[src/rtl/membus_arbiter_n.sv]
// N-channel memory bus arbiter: round-robin or fixed-priority grant onto one registered
// request port, with a tag FIFO that routes in-order responses back to the issuing channel.

module membus_arb_ch_n (
    input  logic grant_hit,
    input  logic accept,
    input  logic head_hit,
    input  logic pop,
    output logic req_ready,
    output logic resp_valid
);
    assign req_ready  = grant_hit & accept;
    assign resp_valid = head_hit & pop;
endmodule

module membus_arbiter_n #(
    parameter int NUM_CH    = 2,
    parameter int OUT_DEPTH = 4,
    parameter int ARB_MODE  = 0,
    parameter int ADDR_W    = 32,
    parameter int DATA_W    = 32
) (
    input  logic                     clk,
    input  logic                     reset,
    input  logic [NUM_CH-1:0]        ch_req_valid,
    output logic [NUM_CH-1:0]        ch_req_ready,
    input  logic [NUM_CH*ADDR_W-1:0] ch_req_addr,
    input  logic [NUM_CH-1:0]        ch_req_wen,
    input  logic [NUM_CH*DATA_W-1:0] ch_req_wdata,
    output logic [NUM_CH-1:0]        ch_resp_valid,
    output logic                     ch_resp_error,
    output logic [ADDR_W-1:0]        ch_resp_addr,
    output logic [DATA_W-1:0]        ch_resp_rdata,
    output logic                     mem_req_valid,
    input  logic                     mem_req_ready,
    output logic [ADDR_W-1:0]        mem_req_addr,
    output logic                     mem_req_wen,
    output logic [DATA_W-1:0]        mem_req_wdata,
    input  logic                     mem_resp_valid,
    input  logic                     mem_resp_error,
    input  logic [ADDR_W-1:0]        mem_resp_addr,
    input  logic [DATA_W-1:0]        mem_resp_rdata,
    output logic                     err_unexpected
);
    localparam int TAG_W = (NUM_CH > 1) ? $clog2(NUM_CH) : 1;
    localparam int PTR_W = (OUT_DEPTH > 1) ? $clog2(OUT_DEPTH) : 1;
    localparam int CNT_W = $clog2(OUT_DEPTH + 1);
    localparam logic [CNT_W-1:0] DEPTH_C  = CNT_W'(OUT_DEPTH);
    localparam logic [PTR_W-1:0] PTR_LAST = PTR_W'(OUT_DEPTH - 1);
    localparam logic [TAG_W-1:0] LAST_RST = TAG_W'(NUM_CH - 1);

    typedef struct packed {
        logic [ADDR_W-1:0] addr;
        logic              wen;
        logic [DATA_W-1:0] wdata;
    } req_t;

    req_t             req_q, req_sel;
    logic             req_valid_q;
    logic [TAG_W-1:0] last_q, grant, head_tag;
    logic [TAG_W-1:0] tag_mem [OUT_DEPTH];
    logic [PTR_W-1:0] wr_ptr, rd_ptr;
    logic [CNT_W-1:0] cnt_q;
    logic             err_q;
    logic             slot_free, cap_ok, accept, pop, unexpected;

    // Round-robin scan starts one past the last winner and wraps.
    function automatic logic [TAG_W-1:0] rr_pick(input logic [NUM_CH-1:0] v,
                                                 input logic [TAG_W-1:0] l);
        logic [TAG_W-1:0] r;
        logic             hit;
        int               idx;
        r   = '0;
        hit = 1'b0;
        for (int k = 0; k < NUM_CH; k++) begin
            idx = (int'(l) + 1 + k) % NUM_CH;
            if (!hit && v[idx]) begin
                r   = TAG_W'(idx);
                hit = 1'b1;
            end
        end
        return r;
    endfunction

    function automatic logic [TAG_W-1:0] fp_pick(input logic [NUM_CH-1:0] v);
        logic [TAG_W-1:0] r;
        logic             hit;
        r   = '0;
        hit = 1'b0;
        for (int k = 0; k < NUM_CH; k++) begin
            if (!hit && v[k]) begin
                r   = TAG_W'(k);
                hit = 1'b1;
            end
        end
        return r;
    endfunction

    assign grant = (ARB_MODE == 1) ? fp_pick(ch_req_valid) : rr_pick(ch_req_valid, last_q);

    always_comb begin
        req_sel       = '0;
        req_sel.addr  = ch_req_addr[grant*ADDR_W +: ADDR_W];
        req_sel.wen   = ch_req_wen[grant];
        req_sel.wdata = ch_req_wdata[grant*DATA_W +: DATA_W];
    end

    // A response popping this cycle frees a slot for a same-cycle accept.
    assign slot_free  = !req_valid_q | mem_req_ready;
    assign cap_ok     = (cnt_q < DEPTH_C) | mem_resp_valid;
    assign accept     = !reset & (|ch_req_valid) & slot_free & cap_ok;
    assign pop        = !reset & mem_resp_valid & (cnt_q != '0);
    assign unexpected = mem_resp_valid & (cnt_q == '0);
    assign head_tag   = tag_mem[rd_ptr];

    for (genvar i = 0; i < NUM_CH; i++) begin : g_ch
        membus_arb_ch_n u_ch (
            .grant_hit (grant == TAG_W'(i)),
            .accept    (accept),
            .head_hit  (head_tag == TAG_W'(i)),
            .pop       (pop),
            .req_ready (ch_req_ready[i]),
            .resp_valid(ch_resp_valid[i])
        );
    end

    assign ch_resp_error  = mem_resp_error;
    assign ch_resp_addr   = mem_resp_addr;
    assign ch_resp_rdata  = mem_resp_rdata;
    assign mem_req_valid  = req_valid_q;
    assign mem_req_addr   = req_q.addr;
    assign mem_req_wen    = req_q.wen;
    assign mem_req_wdata  = req_q.wdata;
    assign err_unexpected = err_q;

    always_ff @(posedge clk) begin
        if (reset) begin
            req_q       <= '0;
            req_valid_q <= 1'b0;
            last_q      <= LAST_RST;
            wr_ptr      <= '0;
            rd_ptr      <= '0;
            cnt_q       <= '0;
            err_q       <= 1'b0;
        end else begin
            if (accept) begin
                req_q       <= req_sel;
                req_valid_q <= 1'b1;
                wr_ptr      <= (wr_ptr == PTR_LAST) ? '0 : wr_ptr + 1'b1;
                if (ARB_MODE == 0) last_q <= grant;
            end else if (req_valid_q && mem_req_ready) begin
                req_valid_q <= 1'b0;
            end
            if (pop) rd_ptr <= (rd_ptr == PTR_LAST) ? '0 : rd_ptr + 1'b1;
            case ({accept, pop})
                2'b10:   cnt_q <= cnt_q + 1'b1;
                2'b01:   cnt_q <= cnt_q - 1'b1;
                default: cnt_q <= cnt_q;
            endcase
            if (unexpected) err_q <= 1'b1;
        end
    end

    // Tag storage needs no reset; the pointers define what is live.
    always_ff @(posedge clk) begin
        if (accept) tag_mem[wr_ptr] <= grant;
    end
endmodule
[config.mk]
export PLATFORM = sky130hd
export DESIGN_NAME = membus_arbiter_n
export DESIGN_NICKNAME = d
export VERILOG_FILES = /design/src/rtl/membus_arbiter_n.sv
export SDC_FILE = /design/constraint.sdc
export NUM_CORES = 1
export LEC_CHECK = 0
export ABC_AREA = 1
export ABC_CLOCK_PERIOD_IN_PS = 2200
export CAP_MARGIN = 20
export CORE_AREA = 2 2 132 134
export DETAILED_ROUTE_END_ITERATION = 12
export DIE_AREA = 0 0 134 136
export MAX_ROUTING_LAYER = met4
export PLACE_DENSITY = 0.66
export REMOVE_ABC_BUFFERS = 1
export SETUP_SLACK_MARGIN = 0.2
export SYNTH_ARGS = -nofsm -noshare
export SYNTH_HDL_FRONTEND = slang
export SYNTH_HIERARCHICAL = 1
export SYNTH_SLANG_ARGS = --single-unit
[constraint.sdc]
create_clock -name clk -period 2.2 [get_ports clk]
set_input_delay 0.44 -clock clk [delete_from_list [all_inputs] [get_ports clk]]
set_output_delay 0.44 -clock clk [all_outputs]
set_load 0.03 [all_outputs]
# Word-level counts from Yosys, hierarchy flattened
# Memory sizes are Yosys's and may differ from the RTL's. A register that Yosys moved wholly into a read port is not among the register bits.
# Cells that the tools add are included.
# op_classes
shift,2
add_sub_neg,6
multipliers,0
mux,20
n_eq_ne,4
magnitude_cmp,4
n_div,0
reduce_logical,10
bitwise,16
# ops
op,n
$shiftx 64x7->32,2
$mux 1,15
$and 1x1->1,10
$mux 2,4
$eq 2x2->1 const B,3
$lt 2x3->1 const B,2
$pmux 3 s2,1
$add 2x1->2 const B,2
$reduce_bool 2->1,2
$add 3x1->3 const B,1
$logic_not 1->1,3
$logic_not 3->1,1
$lt 3x3->1 const B,1
$reduce_bool 3->1,1
$sub 3x1->3 const B,1
$add 1x1->1 const B,2
$and 1x1->1 const A,2
$eq 2x1->1 const B,1
$logic_and 1x1->1,2
$lt 1x2->1 const B,1
$not 1->1,2
$or 1x1->1,2
$reduce_or 2->1,1
# totals
romBits,0
wordCells,72
n_memories,1
out_inout_bits,136
register_bits,75
in_bits,201
latch_bits,0
ramBits,4
# mem_list
name,depth,word_bits,read_ports,rd_ports_with_merged_regs,write_ports,line,text
tag_mem,4,1,1,1,1,61,logic [TAG_W-1:0] tag_mem [OUT_DEPTH];

# Logic depth before layout (Yosys ltp)
# logic_depth
depth_word,11
ltp_mapped,13

# Hierarchy
# Netlist, hierarchy kept.
# by_module_without_submodules
module,cells_per_inst,area_per_inst_um2,instances
membus_arbiter_n,679,4433.0,1
membus_arb_ch_n,4,15.0,2

# Worst setup path after synthesis
# OpenSTA, ideal clock, no wires.
# synth_timing
path_kind,reg2reg
from,register req_valid_q (netlist: mem_req_valid)
to,register cnt_q[2]
stages_incl_launch_ff,13
path_buffers,1
setup_time_ps,113
arrival_ps,1841
slack_ps,246
synth_period_minus_slack_ps,1954
cell_sequence,dfxtp_1 -> nand2_1 -> nand3_2 -> buf_2 -> ha_1 -> inv_1 -> fa_1 -> inv_1 -> nand2_1 -> nand3_1 -> nand2_1 -> nand2_1 -> nor2_1
# synth_via
elab_chain_len,6
word_cells_on_any_way,8
cone_classes,2 x eq/ne; 1 x mux; 3 x bitwise; 2 x reduce/logical
# synth_rtl
element,line,text
start: declaration,59,logic req_valid_q;
start signal: assignment,139,req_valid_q <= 1'b0;
start signal: assignment,148,req_valid_q <= 1'b1;
start signal: assignment,152,req_valid_q <= 1'b0;
$logic_not 1->1 *,109,assign slot_free = !req_valid_q | mem_req_ready;
$or 1x1->1 *,109,
$and 1x1->1 * (2 in a row),111,assign accept = !reset & (|ch_req_valid) & slot_free & cap_ok;
$eq 2x1->1 / $eq 2x2->1 (equally long branches),155,"case ({accept, pop})"
$pmux 3 s2 / $reduce_bool 2->1 (equally long branches),-,
end signal: assignment,156,2'b10: cnt_q <= cnt_q + 1'b1;
end signal: assignment,157,2'b01: cnt_q <= cnt_q - 1'b1;
end signal: assignment,158,default: cnt_q <= cnt_q;
end: declaration,63,logic [CNT_W-1:0] cnt_q;
# Every way passes the cells marked *; elsewhere a longest branch is shown, timed or not.
# A chain may end at the register's enable or synchronous reset.

# Worst setup path after layout
# layout_timing
from,input port mem_req_ready
to,output port ch_req_ready[1]
# layout_via
elab_chain_len,4
# layout_rtl
element,line,text
start: declaration,35,"input logic mem_req_ready,"
$or 1x1->1,109,
$and 1x1->1 (2 in a row),111,
$and 1x1->1,12,assign req_ready = grant_hit & accept;
end: declaration,26,"output logic [NUM_CH-1:0] ch_req_ready,"
# No other way between the ends.

==> results summary <==
The run finished with clean final reports. For this run, the total global-route usage over all layers was measured as 0.195. The total number of nets in the final design came out at 1,028. The die covers between 0.015 and 0.02 mm².

The initial core utilization came out at 0.264. The classification of the worst-slack hold path is register to register. The total vias in the final route came out at approximately 4,400. In the final layout, the share of cells above drive strength 1 is 0.0619. The data required time at the worst endpoint is 1.76 ns. The die height is 136 µm.

The final cell count without fillers is around 1,000. The instance area at placement came out at between 0.006 and 0.007 mm². The initial antenna violation count came to 0. The worst reg2reg path depth is 13. The category of the most critical setup path is input port to output port.

The mean instance size in the synthesized netlist is approximately 6.5 µm². The cell area after synthesis is roughly 0.0045 mm². During I/O placement, the number of pins put on the boundary was between 300 and 400.

The routed design has around 17 mm of wire. The clock-pin slew on the worst setup and hold paths is roughly 0.060 ns. The maximum clock path buffer count is 2. Timing would allow up to slightly above 500 MHz. The growth of design area from synthesis to finish is 48.1%. The smallest clock period supported by the final layout is computed as around 2.0 ns. The post-layout total power is slightly above 0.005 W. The number of clock buffers added by TritonCTS is 9. After detailed routing, the number of remaining DRC violations is 0. The maximum fanout along the worst path came out at 3. The worst IR drop on VDD came out at between 400 and 500 µV. The portion of the post-synthesis area used by sequential elements came out at 0.372.

The number of warnings issued by yosys is 6. Entering global routing, the biggest net connects between 70 and 80 pins. The number of buffers added to fix hold violations after cts came out at 0. The initialized floorplan defines 48 standard-cell rows. The TritonCTS clock tree is built. Counting every sink on the clock net gives 81. The maximum clock skew at final layout came out at approximately 0.0046 ns.

The clock latency on the worst-skew pair is between 0.3 and 0.4 ns. Setup repair after global routing left no endpoint under its margin. The critical path arrival is 1.51 ns. Across the run, the number of max-cap violations was 0. Leaving out fill and tap cells, the most frequent cells in the layout are sky130_fd_sc_hd__nand2_1 (350), sky130_fd_sc_hd__clkdlybuf4s50_1 (198), sky130_fd_sc_hd__dfxtp_1 (77). Synthesis inferred 81 register bits. In the synthesized netlist, the number of instances is just under 700.

Headroom to the max-slew limit came out at 0.713. The core footprint came out at ~0.017 mm². The tree is rooted in a sky130_fd_sc_hd__clkbuf_16. The worst slack after detailed placement came out at -0.0320 ns. The endpoint class of the critical path is an output port. The finished cells cover 0.00661 mm². The weighted congestion reported at the end of routability-driven placement is about 0.86. The detail route stage leaves a number of antenna-violating nets equal to 0. STA classifies the critical path startpoint as an input port. Summed over all cells, the static leakage comes to around 3.3 nW. The number of max-slew violations in the final report is 0. The via count of the first global-routing pass came out at between 4,000 and 5,000. The most frequent standard cell in the layout excluding fill and tap cells is sky130_fd_sc_hd__nand2_1. The number of antenna cells inserted is 0.

The final-layout worst hold slack came out at approximately 0.46 ns. The maximum level of the CTS H-tree is 3. The leftover overflow at the end of global routing is 0. The DRC marker count from the first detailed-route iteration came out at between 150 and 200.

During placement, the flow inserted port buffers numbering 206. The worst hold path cell count is 2. The final critical-path share of the clock period is 0.888. The number of detailed-routing iterations run before antenna repair came out at 4. The first global-routing pass estimated roughly 25 mm of wire. The die boundary width came out at 134 µm. After detailed routing, the average wire length per cell comes to between 15 and 20 µm.

Setup slack on the critical path of the routed design comes to about 0.25 ns. After detailed routing, the number of vias per cell comes to between 4 and 5. Including well taps, the total number of placed cells is around 1,000.

The post-synthesis cell type count came out at 21. The total power per unit cell area is 767 mW/mm². For the pin with the worst max-slew slack, the measured transition is ~0.43 ns. The number of hold violations in the final report is 0. The count of final setup violators is 0. The detailed placer's ending HPWL came out at approximately 14 mm.
==> path summary, 6_finish.rpt <==
| path | from | endpoint | slack (ns) |
|---|---|---|---|
| min | mem_req_addr[28]$_SDFFE_PP0P_ | mem_req_addr[28]$_SDFFE_PP0P_ | 0.46 |
| max | mem_req_ready | ch_req_ready[1] | 0.25 |
| max reg2reg | cnt_q[2]$_SDFFE_PP0P_ | cnt_q[2]$_SDFFE_PP0P_ | 0.41 |
| min reg2reg | mem_req_addr[28]$_SDFFE_PP0P_ | mem_req_addr[28]$_SDFFE_PP0P_ | 0.46 |
==> through the flow <==
| step | util | setup TNS (ns) |
|---|---|---|
| floorplan | - | -11.49 |
| global placement | 0.370 | -0.00447 |
| detailed placement | 0.370 | -0.0320 |
| CTS | 0.391 | 0 |
| global route | 0.392 | 0 |
| finish | 0.392 | 0 |
==> per-layer routing <==
metal / wire, µm / global-route usage
met5: 0 / -
met4: 225 / 0.0485
met3: 3340 / 0.182
met2: 7200 / 0.269
met1: 6730 / 0.199
==> synthesized netlist by cell type, drive strengths merged <==
cell type	number	area [µm²]
nand2	354	1330
buf	98	701
dfxtp	77	1540
nand3	73	370
inv	49	184
nor2	12	52.6
ha	6	75.1
o21ai	5	25.0
edfxtp	4	120
a21oi	3	15.0
clkbuf	3	11.3
fa	1	20.0
o21a	1	7.51
or2	1	6.26
==> final cells by class <==
type	instances	area (µm²)
clock inverter	2	60.1
sequential	81	1660
multi-input combinational	456	1920
clock buffer	13	270
tap	225	282
inverter	49	184
timing repair buffer	223	2230
fill	1796	10300
==> kinds of logic (layout without fill, tap and decap cells) <==
| group | count (synthesis) | in the layout | synth area share |
|---|---|---|---|
| flops | 81 | 81 | 0.372 |
| compound gates | 9 | 9 | 0.0107 |
| simple gates | 440 | 440 | 0.395 |
| fa+ha+maj | 7 | 7 | 0.0213 |
| buf+inv | 150 | 287 | 0.201 |
==> where the power goes <==
group | internal, W | switching, W | total [W]
registers | 0.00168 | 0.000104 | 0.00178
clock network | 0.00108 | 0.000605 | 0.00169
logic | 0.000714 | 0.000883 | 0.00160
==> state kept, by name, indices dropped and copies added (netlist names), named ones only <==
| register | count |
|---|---|
| cnt_q | 3 |
| err_unexpected | 1 |
| last_q | 1 |
| mem_req_addr | 32 |
| mem_req_valid | 1 |
| mem_req_wdata | 32 |
| mem_req_wen | 1 |
| rd_ptr | 2 |
| tag_mem | 4 |
| wr_ptr | 2 |
==> repair_timing <==
item                                    in CTS  in global routing
pin swaps                                    2                  1
setup buffers                                1                  0
gates cloned                                 0                  0
endpoints found under the setup margin       2                  5
gates resized for setup                      8                  5
==> critical path: stages <==
cell and delay, ns:
sky130_fd_sc_hd__clkdlybuf4s50_1 0.47, sky130_fd_sc_hd__inv_2 0.04, sky130_fd_sc_hd__nand2_4 0.06, sky130_fd_sc_hd__nand2_2 0.06, sky130_fd_sc_hd__nor2_4 0.16, sky130_fd_sc_hd__nand2_1 0.09
sky130_fd_sc_hd__inv_2 0.06, sky130_fd_sc_hd__buf_6 0.12
No activity file was read; power rests on OpenSTA's default activity.
